===== src/rtl/mult_axi_master.sv =====
// rtl/mult_axi_master.sv - AXI-Lite master that drives a memory-mapped multiplier:
// writes A and B, reads back the 64-bit product, one transfer outstanding at a time.
module mult_axi_master #(
  parameter int DATA_WIDTH = 32,
  parameter int ADDR_WIDTH = 8,
  parameter int RESP_WIDTH = 3
) (
  input  logic                      m2_axi_aclk,
  input  logic                      m2_axi_areset,
  input  logic                      cmd_valid,
  output logic                      cmd_ready,
  input  logic [DATA_WIDTH-1:0]     cmd_a,
  input  logic [DATA_WIDTH-1:0]     cmd_b,
  output logic                      res_valid,
  input  logic                      res_ready,
  output logic [2*DATA_WIDTH-1:0]   res_data,
  output logic                      res_err,
  output logic [ADDR_WIDTH-1:0]     m2_axi_awaddr,
  output logic                      m2_axi_awvalid,
  input  logic                      m2_axi_awready,
  output logic [DATA_WIDTH-1:0]     m2_axi_wdata,
  output logic [DATA_WIDTH/8-1:0]   m2_axi_wstrb,
  output logic                      m2_axi_wvalid,
  input  logic                      m2_axi_wready,
  input  logic [RESP_WIDTH-1:0]     m2_axi_bresp,
  input  logic                      m2_axi_bvalid,
  output logic                      m2_axi_bready,
  output logic [ADDR_WIDTH-1:0]     m2_axi_araddr,
  output logic                      m2_axi_arvalid,
  input  logic                      m2_axi_arready,
  input  logic [DATA_WIDTH-1:0]     m2_axi_rdata,
  input  logic [RESP_WIDTH-1:0]     m2_axi_rresp,
  input  logic                      m2_axi_rvalid,
  output logic                      m2_axi_rready
);

  typedef enum logic [2:0] {IDLE, WR_A, WR_B, RD_LO, RD_HI, DONE} state_t;

  state_t                  state_q, state_d;
  logic [DATA_WIDTH-1:0]   b_q, b_d;
  logic                    awvalid_q, awvalid_d, wvalid_q, wvalid_d;
  logic                    aw_done_q, aw_done_d, w_done_q, w_done_d;
  logic                    arvalid_q, arvalid_d, ar_done_q, ar_done_d;
  logic [ADDR_WIDTH-1:0]   awaddr_q, awaddr_d, araddr_q, araddr_d;
  logic [DATA_WIDTH-1:0]   wdata_q, wdata_d, lo_q, lo_d, hi_q, hi_d;
  logic                    err_q, err_d;

  // Reset gates cmd_ready so no command can be taken on a reset edge.
  assign cmd_ready      = (state_q == IDLE) && !m2_axi_areset;
  assign res_valid      = (state_q == DONE);
  assign res_data       = {hi_q, lo_q};
  assign res_err        = err_q;
  assign m2_axi_awaddr  = awaddr_q;
  assign m2_axi_awvalid = awvalid_q;
  assign m2_axi_wdata   = wdata_q;
  assign m2_axi_wstrb   = '1;
  assign m2_axi_wvalid  = wvalid_q;
  assign m2_axi_bready  = ((state_q == WR_A) || (state_q == WR_B)) && aw_done_q && w_done_q;
  assign m2_axi_araddr  = araddr_q;
  assign m2_axi_arvalid = arvalid_q;
  assign m2_axi_rready  = ((state_q == RD_LO) || (state_q == RD_HI)) && ar_done_q;

  always_ff @(posedge m2_axi_aclk) begin
    if (m2_axi_areset) begin
      state_q   <= IDLE;
      b_q       <= '0;
      awvalid_q <= 1'b0;
      wvalid_q  <= 1'b0;
      aw_done_q <= 1'b0;
      w_done_q  <= 1'b0;
      arvalid_q <= 1'b0;
      ar_done_q <= 1'b0;
      awaddr_q  <= '0;
      araddr_q  <= '0;
      wdata_q   <= '0;
      lo_q      <= '0;
      hi_q      <= '0;
      err_q     <= 1'b0;
    end else begin
      state_q   <= state_d;
      b_q       <= b_d;
      awvalid_q <= awvalid_d;
      wvalid_q  <= wvalid_d;
      aw_done_q <= aw_done_d;
      w_done_q  <= w_done_d;
      arvalid_q <= arvalid_d;
      ar_done_q <= ar_done_d;
      awaddr_q  <= awaddr_d;
      araddr_q  <= araddr_d;
      wdata_q   <= wdata_d;
      lo_q      <= lo_d;
      hi_q      <= hi_d;
      err_q     <= err_d;
    end
  end

  always_comb begin
    state_d   = state_q;
    b_d       = b_q;
    awvalid_d = awvalid_q;
    wvalid_d  = wvalid_q;
    aw_done_d = aw_done_q;
    w_done_d  = w_done_q;
    arvalid_d = arvalid_q;
    ar_done_d = ar_done_q;
    awaddr_d  = awaddr_q;
    araddr_d  = araddr_q;
    wdata_d   = wdata_q;
    lo_d      = lo_q;
    hi_d      = hi_q;
    err_d     = err_q;
    case (state_q)
      IDLE: begin
        if (cmd_valid) begin
          b_d       = cmd_b;
          wdata_d   = cmd_a;
          awaddr_d  = '0;
          awvalid_d = 1'b1;
          wvalid_d  = 1'b1;
          aw_done_d = 1'b0;
          w_done_d  = 1'b0;
          err_d     = 1'b0;
          state_d   = WR_A;
        end
      end
      WR_A, WR_B: begin
        if (awvalid_q && m2_axi_awready) begin
          awvalid_d = 1'b0;
          aw_done_d = 1'b1;
        end
        if (wvalid_q && m2_axi_wready) begin
          wvalid_d = 1'b0;
          w_done_d = 1'b1;
        end
        // Error responses are recorded but never shorten the sequence.
        if (m2_axi_bvalid && m2_axi_bready) begin
          err_d     = err_q | (|m2_axi_bresp);
          aw_done_d = 1'b0;
          w_done_d  = 1'b0;
          if (state_q == WR_A) begin
            awaddr_d  = ADDR_WIDTH'(4);
            wdata_d   = b_q;
            awvalid_d = 1'b1;
            wvalid_d  = 1'b1;
            state_d   = WR_B;
          end else begin
            araddr_d  = ADDR_WIDTH'(8);
            arvalid_d = 1'b1;
            state_d   = RD_LO;
          end
        end
      end
      RD_LO, RD_HI: begin
        if (arvalid_q && m2_axi_arready) begin
          arvalid_d = 1'b0;
          ar_done_d = 1'b1;
        end
        if (m2_axi_rvalid && m2_axi_rready) begin
          err_d     = err_q | (|m2_axi_rresp);
          ar_done_d = 1'b0;
          if (state_q == RD_LO) begin
            lo_d      = m2_axi_rdata;
            araddr_d  = ADDR_WIDTH'(12);
            arvalid_d = 1'b1;
            state_d   = RD_HI;
          end else begin
            hi_d    = m2_axi_rdata;
            state_d = DONE;
          end
        end
      end
      DONE: begin
        if (res_ready) state_d = IDLE;
      end
      default: state_d = IDLE;
    endcase
  end

endmodule


===== config.mk =====
export PLATFORM = sky130hd
export DESIGN_NAME = mult_axi_master
export DESIGN_NICKNAME = d
export VERILOG_FILES = /design/src/rtl/mult_axi_master.sv
export SDC_FILE = /design/constraint.sdc
export NUM_CORES = 1
export LEC_CHECK = 0
export CORE_MARGIN = 2
export CORE_UTILIZATION = 50
export CTS_CLUSTER_DIAMETER = 200
export DETAILED_ROUTE_END_ITERATION = 6
export DONT_BUFFER_PORTS = 1
export GPL_TIMING_DRIVEN = 0
export SYNTH_ARGS = -nofsm -noshare
export SYNTH_HDL_FRONTEND = slang
export SYNTH_SLANG_ARGS = --single-unit

===== constraint.sdc =====
create_clock -name m2_axi_aclk -period 1.93 [get_ports m2_axi_aclk]
set_input_delay 0.579 -clock m2_axi_aclk [delete_from_list [all_inputs] [get_ports m2_axi_aclk]]
set_output_delay 0.579 -clock m2_axi_aclk [all_outputs]
set_load 0.02 [all_outputs]

---- Word level (Yosys, flattened, before mapping) ----
Index checks and enable logic that the tools add are counted.
word-level totals
  logic and storage cells ................. 111
  output and inout port bits .............. 124
  register bits ........................... 154
  input port bits ......................... 111
cells by class
  reductions and logical operators ........ 33
  bitwise operators ....................... 3
  eq/ne operators ......................... 14
  multiplexer cells ....................... 47
operator list
  kind                                                                   number
  32-bit two-way mux                                                     3
  32-bit case mux with 2 select lines                                    1
  8-bit two-way mux                                                      7
  8-bit case mux with 2 select lines                                     2
  1-bit two-way mux                                                      23
  3-bit AND reduction                                                    5
  3-bit two-way mux                                                      4
  2-bit inequality test, second input constant                           6
  3-bit case mux with 4 select lines                                     1
  4-bit AND reduction                                                    3
  1-bit case mux with 2 select lines                                     5
  1-bit logical AND                                                      9
  3-bit by 2-bit equality test with 1-bit output, second input constant  2
  3-bit equality test, second input constant                             2
  3-bit inequality test, second input constant                           2
  2-bit AND reduction                                                    3
  2-bit nonzero test                                                     3
  3-bit OR reduction                                                     2
  5-bit AND reduction                                                    1
  2-bit OR reduction                                                     2
  3-bit by 1-bit equality test with 1-bit output, second input constant  1
  3-bit zero test                                                        1
  1-bit case mux with 3 select lines                                     1
  3-bit nonzero test                                                     1
  other kinds (5)                                                        7

---- Longest topological paths before layout ----
Gate-level depths: netlist of run 1.
  depth after elaboration ................. 7
  mapped depth ............................ 7

---- Worst setup path after synthesis of run 1 ----
No wires, ideal clock.
  kind .................................... input port to output port
  from .................................... input m2_axi_areset
  to ...................................... output cmd_ready
  setup slack ............................. -0.039 ns
  data arrival time ....................... 1.390 ns
  data required time ...................... 1.351 ns
  buffers on the path ..................... 1
  stages on the path ...................... 2
  path through ............................ clkbuf_1 -> nor4_1
between the ends
  longest elaborated chain between the ends .. 2
RTL lines
  what                RTL line  source
  start: declaration  9         input logic m2_axi_areset,
  1-bit zero test     49        assign cmd_ready = (state_q == IDLE) && !m2_axi_areset;
  1-bit logical AND   49
  end: declaration    11        output logic cmd_ready,
Every way passes these cells.

---- Worst setup path in the final report of run 1 ----
  from .................................... register state_q[0]
  to ...................................... output cmd_ready
between the ends
  longest elaborated chain between the ends .. 2
RTL lines
  what                      RTL line  source
  start: declaration        39        state_t state_q, state_d;
  start signal: assignment  80        state_q <= state_d;
  3-bit zero test           49
  1-bit logical AND         49
Every way passes these cells.

==> run metrics, run 1 <==
top post-synthesis cells by area=dfxtp_1 (50%), nand2_1 (13%), a21oi_1 (9.1%); DIE AREA=around 12000 sq um; Worst path max stage delay=0.43 ns; synth cell count leaders=nand2_1 (195), dfxtp_1 (141), a21oi_1 (104), nor2_1 (44), clkbuf_1 (33); IO buf count=0; Fin Hold WS=roughly 0.27 ns; failing checks=setup timing; TritonCTS buffer count=17; drt via density=between 5 and 6; fmax=between 400 and 500 MHz; CTS root buffer=clkbuf_16; Core Area=11000 sq um; final cell count without fillers=slightly below 900; mux contribution to synthesized area=0.0563; Crit path max-delay family=simple AND/OR/NAND/NOR gates; count leader, synth=nand2_1; Starting Density=0.518; Total GRT Usage=0.251; Least-Margin Pin Slew=between 0.7 and 0.8 ns; fin crit share=1.07; Cell Pwr Density=1040 nW/um^2; first drt pass iteration count=4; synthesized cell area=between 5000 and 6000 sq um; layout cells sized above 1=0.179; crit-path max FO=6; Worst Setup Start Kind=flip-flop; Initial DRC Count=about 280; leakage power=between 2 and 2.5 nW; clk_skew=between 0.005 and 0.006 ns; die span in y=111 um; drt drc=0; P&R area growth vs syn=18.1%; Clk Latency, worst-skew pair=between 0.4 and 0.5 ns; total wire length=roughly 15000 um; Synth warnings=0; endpoint class of the critical path=primary output; CTS Sinks=about 140; max cap viols=0; Worst EP required=between 1 and 1.5 ns; clock transition at the registers of the reported paths=approximately 0.06 ns; DP HPWL=11400 um; initial antenna violation count=0; antenna-violating nets left=0; Boundary Pins=~240; cell taking the most area after synthesis=dfxtp_1; Main synth FF type=dfxtp_1; Hold Vio Cnt, Final=0; VDD IR-drop max=~0.61 mV; post-synth cell types=40; grt ovf=0; Cells after DPL=829; die width=approximately 110 um; post-synthesis simple-gate area fraction=0.199; number of global-route vias before repair=4701; Crit Path Class=flip-flop to primary output; register area share after synthesis=0.496; Seq cells post-synth=approximately 140; EDFF count, synth=0; largest net degree at the start of global routing=17; top-area cell type share of the netlist area=0.496; Async S/R FF share, synth=0; Critical Path, Cell by Cell=buf_6 > clkbuf_16 > nor4_4; clk buf depth=2; Max-slew headroom=0.507; CTS tree=built; Final Setup Violations=4; Final Critical Period=a little over 2 ns; worst path arrival time=between 1 and 1.5 ns; site row count=38; Synth Area in Compound Gates=0.179; post-synthesis adder-cell area fraction=0; CTS Hold Buffers Added=0; xor and xnor area share after synthesis=0.00154; RSZ-0062 raised after global routing=yes; wire per inst=roughly 18 um; setup TNS=-0.460 ns; Max Slew Vio Count=0; outcome=complete, but fails checks; CP bufs+invs=2; Worst Setup Slack, final=-0.141 ns; via count=4702; first-pass GRT wire length=~24000 um; Final #Nets=roughly 830; Post-Syn Area per Cell=8.45 sq um; CTS HTree Levels=4; largest family of logic cells by synthesized area=simple AND/OR/NAND/NOR gates; Ant. Diodes=0; global placement routability congestion=roughly 0.84; Hold Path Class=primary input to flip-flop; Mapped Cells=approximately 670; slowest CP cell=nor4_4
[cell type report]
| cell class | instances | area [sq um] |
|---|---|---|
| plain buffers | 66 | 403 |
| clock buffers | 20 | 457 |
| clock inverters | 12 | 144 |
| fillers | 987 | 4260 |
| inverters | 4 | 15.0 |
| multi-input cells | 476 | 2610 |
| flip-flops and latches | 141 | 2830 |
| well taps | 140 | 175 |
| repair buffers | 11 | 90.1 |
[worst paths after layout]
check | start | end | slack [ns] | depth (start not counted)
worst max-delay path | state_q[0]$_SDFFE_PP0P_ | cmd_ready | -0.14 | 3
worst min register to register | b_q[1]$_SDFFE_PP0P_ | b_q[1]$_SDFFE_PP0P_ | 0.45 | 2
worst max register to register | state_q[0]$_SDFFE_PP0P_ | m2_axi_wdata[22]$_SDFFE_PP0P_ | 0.14 | 6
worst min-delay path | m2_axi_rvalid | ar_done_q$_SDFFE_PP0P_ | 0.27 | 1
[per-stage QoR]
stage                     area [sq um]  setup WS (ns)  total power [mW]   util
after floorplan                   5760         0.0191              3.62      -
after global routing              6730         -0.195              7.22  0.612
after global placement            5930         -0.150              3.71  0.540
after CTS                         6690         -0.261              7.03  0.609
after detailed placement          5930         -0.215              3.73  0.540
final                             6730         -0.141              6.99  0.612
[layout by cell type, fill, tap and decap left out, types with 3 or more instances in the layout]
| cell type | count |
|---|---|
| clkbuf_2 | 13 |
| nand3_1 | 5 |
| a31oi_1 | 4 |
| a21oi_1 | 104 |
| conb_1 | 17 |
| nand2b_1 | 5 |
| clkbuf_16 | 18 |
| dfxtp_1 | 138 |
| nor2_1 | 44 |
| clkbuf_1 | 20 |
| dfxtp_4 | 3 |
| or3_1 | 4 |
| bufinv_16 | 3 |
| buf_4 | 28 |
| buf_6 | 6 |
| inv_1 | 4 |
| a211oi_2 | 29 |
| nand2_1 | 194 |
| clkinv_2 | 6 |
| mux2i_1 | 32 |
| buf_2 | 7 |
| a211oi_1 | 6 |
[state kept, by name, summed over array words and instances, names as in the netlist]
signal,flops
w_done_q,1
state_q,3
lo_q,32
b_q,32
m2_axi_wdata,32
m2_axi_awvalid,1
ar_done_q,1
hi_q,32
m2_axi_awaddr,1
m2_axi_araddr,2
m2_axi_wvalid,1
m2_axi_arvalid,1
res_err,1
aw_done_q,1
[timing repair]
item / 4_1_cts / 5_1_grt
setup buffers: 9 / 2
resized for setup: 24 / 37
setup endpoints to repair: 4 / 68
pin swaps: 3 / 3
gates cloned: 0 / 0
[power by group]
part / leakage (nW) / internal, mW / switching, mW / total, mW
Sequential: 1.15 / 3.01 / 0.147 / 3.16
Combinational: 1.05 / 0.220 / 0.320 / 0.541
Clock: 0.295 / 2.08 / 1.20 / 3.29
Total: 2.49 / 5.32 / 1.67 / 6.99
[cell families (layout without fill, tap and decap cells)]
family          Yosys count  after routing
buf+inv                  72            113
mux                      32             32
simple gates            274            274
xor+xnor                  1              1
compound gates          152            152
other cells               2             17
flops                   141            141
[layer usage]
layer,vias to the layer above,track usage,routed length [um],part of all wire
li1,2323,-,-,-
met1,2176,0.274,5720,0.37
met2,186,0.433,7720,0.50
met3,17,0.119,1730,0.11
met4,0,0.0775,192,0.013
met5,-,0,0,0
Note: power is estimated with default switching activity, not from simulation.
==> run 2: changes to the inputs <==
Settings changed: CORE_MARGIN 2 to not set.
==> run metrics, run 2 (synthesized netlist as in run 1, its figures left out) <==
FILL cells=a little over 1000; Least-Margin Pin Slew=~0.75 ns; clock transition at the registers of the reported paths=approximately 0.050 ns; post-place setup slack=-0.172 ns; most frequent cells in the layout=nand2_1 (195), dfxtp_1 (138), a21oi_1 (104), nor2_1 (43), mux2i_1 (32); Final Setup Violations=3; wire per inst=17.6 um; Total GRT Usage=0.257; CP Launch Point=state_q[1]$_SDFFE_PP0P_; endpoint class of the critical path=primary output; Starting Density=0.518; placed instance area=just under 6000 sq um; CTS root buffer=clkbuf_16; first-pass GRT wire length=roughly 23000 um; origin of the critical flop-to-flop path=state_q[0]$_SDFFE_PP0P_; P&R area growth vs syn=17.0%; worst path arrival time=around 1.5 ns; DP HPWL=~11000 um; P_int=just over 5 mW; CTS HTree Levels=4; clk_skew=around 0.005 ns; die span in y=~110 um; Final #Nets=a little over 800; Clk pwr share=0.462; first drt pass iteration count=4; Worst path max stage delay=about 0.41 ns; Hold Vio Cnt, Final=0; Max Slew Vio Count=0; fmax=just under 500 MHz; R2R setup slack=0.09 ns; sw power=between 1.5 and 2 mW; Switching Share=0.248; max cap viols=0; Boundary Pins=roughly 240; leakage power=2.43 nW; setup TNS=-0.253 ns; antenna-violating nets left=0; Critical Path, Cell by Cell=or3b_4 > o21ai_4 > and2_4; clk buf depth=2; Worst Setup Slack, final=-0.113 ns; via count=4708; Ant. Diodes=0; drt via density=approximately 5.4; Crit Path Class=flip-flop to primary output; outcome=complete, but fails checks; site row count=38; global placement routability congestion=0.822; number of global-route vias before repair=approximately 4600; drt drc=0; Core Area=~11000 sq um; CTS Sinks=roughly 140; initial antenna violation count=0; Worst EP required=1.35 ns; Overall Power=approximately 6.8 mW; RSZ-0062 raised after global routing=yes; CTS Hold Buffers Added=0; Hold Path Class=primary input to flip-flop; Worst Setup Start Kind=flip-flop; Final Instance Area=around 6700 sq um; IO buf count=0; Fin Hold WS=~0.27 ns; Max-slew headroom=0.502; VDD IR-drop max=approximately 0.65 mV; TritonCTS buffer count=17; Crit path max-delay family=simple AND/OR/NAND/NOR gates; min-delay src=m2_axi_rvalid; Initial DRC Count=between 200 and 250; sequential cell fraction of total power=0.461; CTS tree=built; grt ovf=0; failing checks=setup timing; crit-path max FO=6; Clk Latency, worst-skew pair=between 0.4 and 0.5 ns; CP bufs+invs=0; slowest CP cell=or3b_4; total wire length=roughly 15000 um; Final Critical Period=approximately 2.0 ns; leading cell type in the layout, fill and taps excluded=nand2_1; Combinational Power Share=0.076; fin crit share=1.06; DIE AREA=between 10000 and 15000 sq um; Cell Pwr Density=1030 nW/um^2; largest net degree at the start of global routing=17; layout cells sized above 1=0.171; die width=between 100 and 150 um
## run 2: cell count changes in the layout (fill, tap and decap cells not counted), sizes merged
cell,previous run,this run
clkinv,7,4
clkbuf,55,54
buf,42,45
clkinvlp,2,5
bufinv,3,1
## run 2: final cells by class
cell class              instances  area [sq um]  area share
clock buffers                  22           494      0.0742
inverters                       4          15.0     0.00225
repair buffers                 11          82.6      0.0124
well taps                     140           175      0.0263
multi-input cells             476          2600       0.390
flip-flops and latches        141          2830       0.426
plain buffers                  66           375      0.0564
clock inverters                10          87.6      0.0132
## run 2: final timing paths
path                                   to  depth (start not counted)
max reg2reg  m2_axi_wdata[5]$_SDFFE_PP0P_                          6
min                ar_done_q$_SDFFE_PP0P_                          1
max                         m2_axi_rready                          3
min reg2reg          b_q[26]$_SDFFE_PP0P_                          2
## run 2: power groups by stage
stage | Combinational (mW) | Sequential, mW | Clock [mW]
finish | 0.523 | 3.16 | 3.16
global route | 0.572 | 3.17 | 3.32
CTS | 0.529 | 3.16 | 3.21
detailed placement | 0.506 | 3.23 | 0
global placement | 0.492 | 3.22 | 0
floorplan | 0.418 | 3.20 | 0
## run 2: timing repair
| action | 4_1_cts | 5_1_grt |
|---|---|---|
| gates resized for setup | 18 | 24 |
| setup endpoints to repair | 4 | 56 |
| pin swaps | 3 | 3 |
| setup buffers | 7 | 4 |
## run 2: worst reg2reg max path, delay by kind of cell (launching register included)
family	cells	cell delay, ns
buf+inv	3	0.73
flops	1	0.39
simple gates	1	0.12
compound gates	2	0.44
## run 2: routing by layer
metal | share of wire | wire [um] | global-route usage | vias to the layer above
met1 | 0.38 | 5810 | 0.268 | 2196
met5 | 0 | 0 | 0 | -
met4 | 0.015 | 235 | 0.109 | 0
li1 | - | - | - | 2309
met2 | 0.49 | 7490 | 0.440 | 185
met3 | 0.11 | 1740 | 0.122 | 18
## run 2: metrics by stage
stage	utilization	cells
after CTS	0.603	868
final	0.606	870
after global routing	0.606	870
after global placement	0.540	829
after detailed placement	0.540	829
after floorplan	-	689
==> run 3: changes to the inputs <==
Settings changed: CORE_MARGIN set to 3.
==> run metrics, run 3 (synthesized netlist as in run 1, its figures left out) <==
outcome=complete, but fails checks; failing checks=setup timing; DP HPWL=11400 um; Hold Vio Cnt, Final=0; Initial DRC Count=between 200 and 300; CTS Sinks=141; Final #Nets=between 800 and 900; endpoint class of the critical path=primary output; fmax=around 470 MHz; Hold Path Class=primary input to flip-flop; max cap viols=0; P&R area growth vs syn=17.0%; number of global-route vias before repair=between 4000 and 5000; grt ovf=0; global placement routability congestion=0.821; P_int=just over 5 mW; Fin Hold WS=approximately 0.28 ns; CTS HTree Levels=4; CTS tree=built; Final Setup Violations=3; Overall Power=around 6.7 mW; Clk Latency, worst-skew pair=~0.42 ns; IO buf count=0; Hold Crit Depth=1; Worst Setup Start Kind=flip-flop; FILL cells=1026; drt drc=0; Core Area=around 11000 sq um; TritonCTS buffer count=17; drt via density=5.41; RSZ-0062 raised after global routing=yes; total wire length=approximately 15000 um; via count=4703; Final Critical Period=~2.1 ns; Boundary Pins=235; Least-Margin Pin Slew=0.737 ns; CP Launch Point=state_q[0]$_SDFFE_PP0P_; Cell Pwr Density=1000 nW/um^2; Combinational Power Share=0.080; Ant. Diodes=0; post-place setup slack=-0.181 ns; antenna-violating nets left=0; die width=between 100 and 150 um; CTS root buffer=clkbuf_16; DIE AREA=12700 sq um; fin crit share=1.10; clk buf depth=2; first drt pass iteration count=4; first-pass GRT wire length=~24000 um; initial antenna violation count=0; placed instance area=just under 6000 sq um; largest net degree at the start of global routing=17; Starting Density=0.518; Worst Setup Slack, final=-0.188 ns; R2R setup slack=0.13 ns; crit-path max FO=6; hold endpoint=ar_done_q$_SDFFE_PP0P_; site row count=38; clk_skew=a little under 0.008 ns; Crit Path Class=flip-flop to primary output; leakage power=around 2.5 nW; Max-slew headroom=0.509; min-delay src=m2_axi_rvalid; Worst EP required=about 1.4 ns; VDD IR-drop max=between 0.7 and 0.8 mV; wire per inst=~18 um; Final Instance Area=6660 sq um; Total GRT Usage=0.244; origin of the critical flop-to-flop path=state_q[0]$_SDFFE_PP0P_; R2R depth=9; Max Slew Vio Count=0; Switching Share=0.243; die span in y=~110 um; sequential cell fraction of total power=0.472; CTS Hold Buffers Added=0; worst path arrival time=~1.5 ns; Worst R2R End=m2_axi_wdata[4]$_SDFFE_PP0P_; leading cell type in the layout, fill and taps excluded=nand2_1; most frequent cells in the layout=nand2_1 (194), dfxtp_1 (138), a21oi_1 (104), nor2_1 (44), mux2i_1 (32); Clk pwr share=0.447; layout cells sized above 1=0.175; sw power=between 1.5 and 2 mW; clock transition at the registers of the reported paths=roughly 0.060 ns
## run 3: power by group through the flow
stage	Sequential [mW]	Clock [mW]	Combinational, mW
global route	3.17	3.18	0.591
global placement	3.22	0	0.493
floorplan	3.20	0	0.418
detailed placement	3.22	0	0.505
CTS	3.16	3.04	0.537
finish	3.16	2.99	0.536
## run 3: stage by stage
| step | TNS [ns] | instances | util |
|---|---|---|---|
| 2_1_floorplan | 0 | 689 | - |
| 3_3_place_gp | -0.353 | 829 | 0.540 |
| 3_5_place_dp | -0.429 | 829 | 0.540 |
| 4_1_cts | -0.722 | 869 | 0.604 |
| 5_1_grt | -0.630 | 870 | 0.606 |
| 6_report | -0.417 | 870 | 0.606 |
## run 3: timing repair
item                                    CTS  global route
buffers inserted                          8             3
resized for setup                        24            36
endpoints found under the setup margin    4            67
pin swaps                                 2             3
cloned                                    0             0
## run 3: worst max path at each step
stage / endpoint / slack [ns]
finish: m2_axi_rready / -0.19
global route: m2_axi_bready / -0.25
CTS: m2_axi_bready / -0.27
detailed placement: m2_axi_rready / -0.18
global placement: m2_axi_bready / -0.15
floorplan: m2_axi_bready / 0.02
## run 3: metal layers
metal  share of wire  global-route usage  wire, um
met1            0.37               0.268      5750
met4           0.026               0.104       400
met2            0.49               0.401      7510
met5               0                   0         0
met3            0.12               0.120      1820
## run 3: worst max-delay path, cell delays in order, from the launching register on
cell and delay (ns):
dfxtp_2 0.32, buf_6 0.13, or3b_4 0.40, o21ai_4 0.08, and2_4 0.20
## run 3: area by class of cell
type | count | area, sq um | area share
Buffer | 66 | 397 | 0.0596
Clock buffer | 25 | 515 | 0.0774
Clock inverter | 7 | 35.0 | 0.00526
Inverter | 4 | 15.0 | 0.00225
Multi-Input combinational cell | 476 | 2610 | 0.392
Sequential cell | 141 | 2830 | 0.425
Tap cell | 140 | 175 | 0.0263
Timing Repair Buffer | 11 | 86.3 | 0.0130
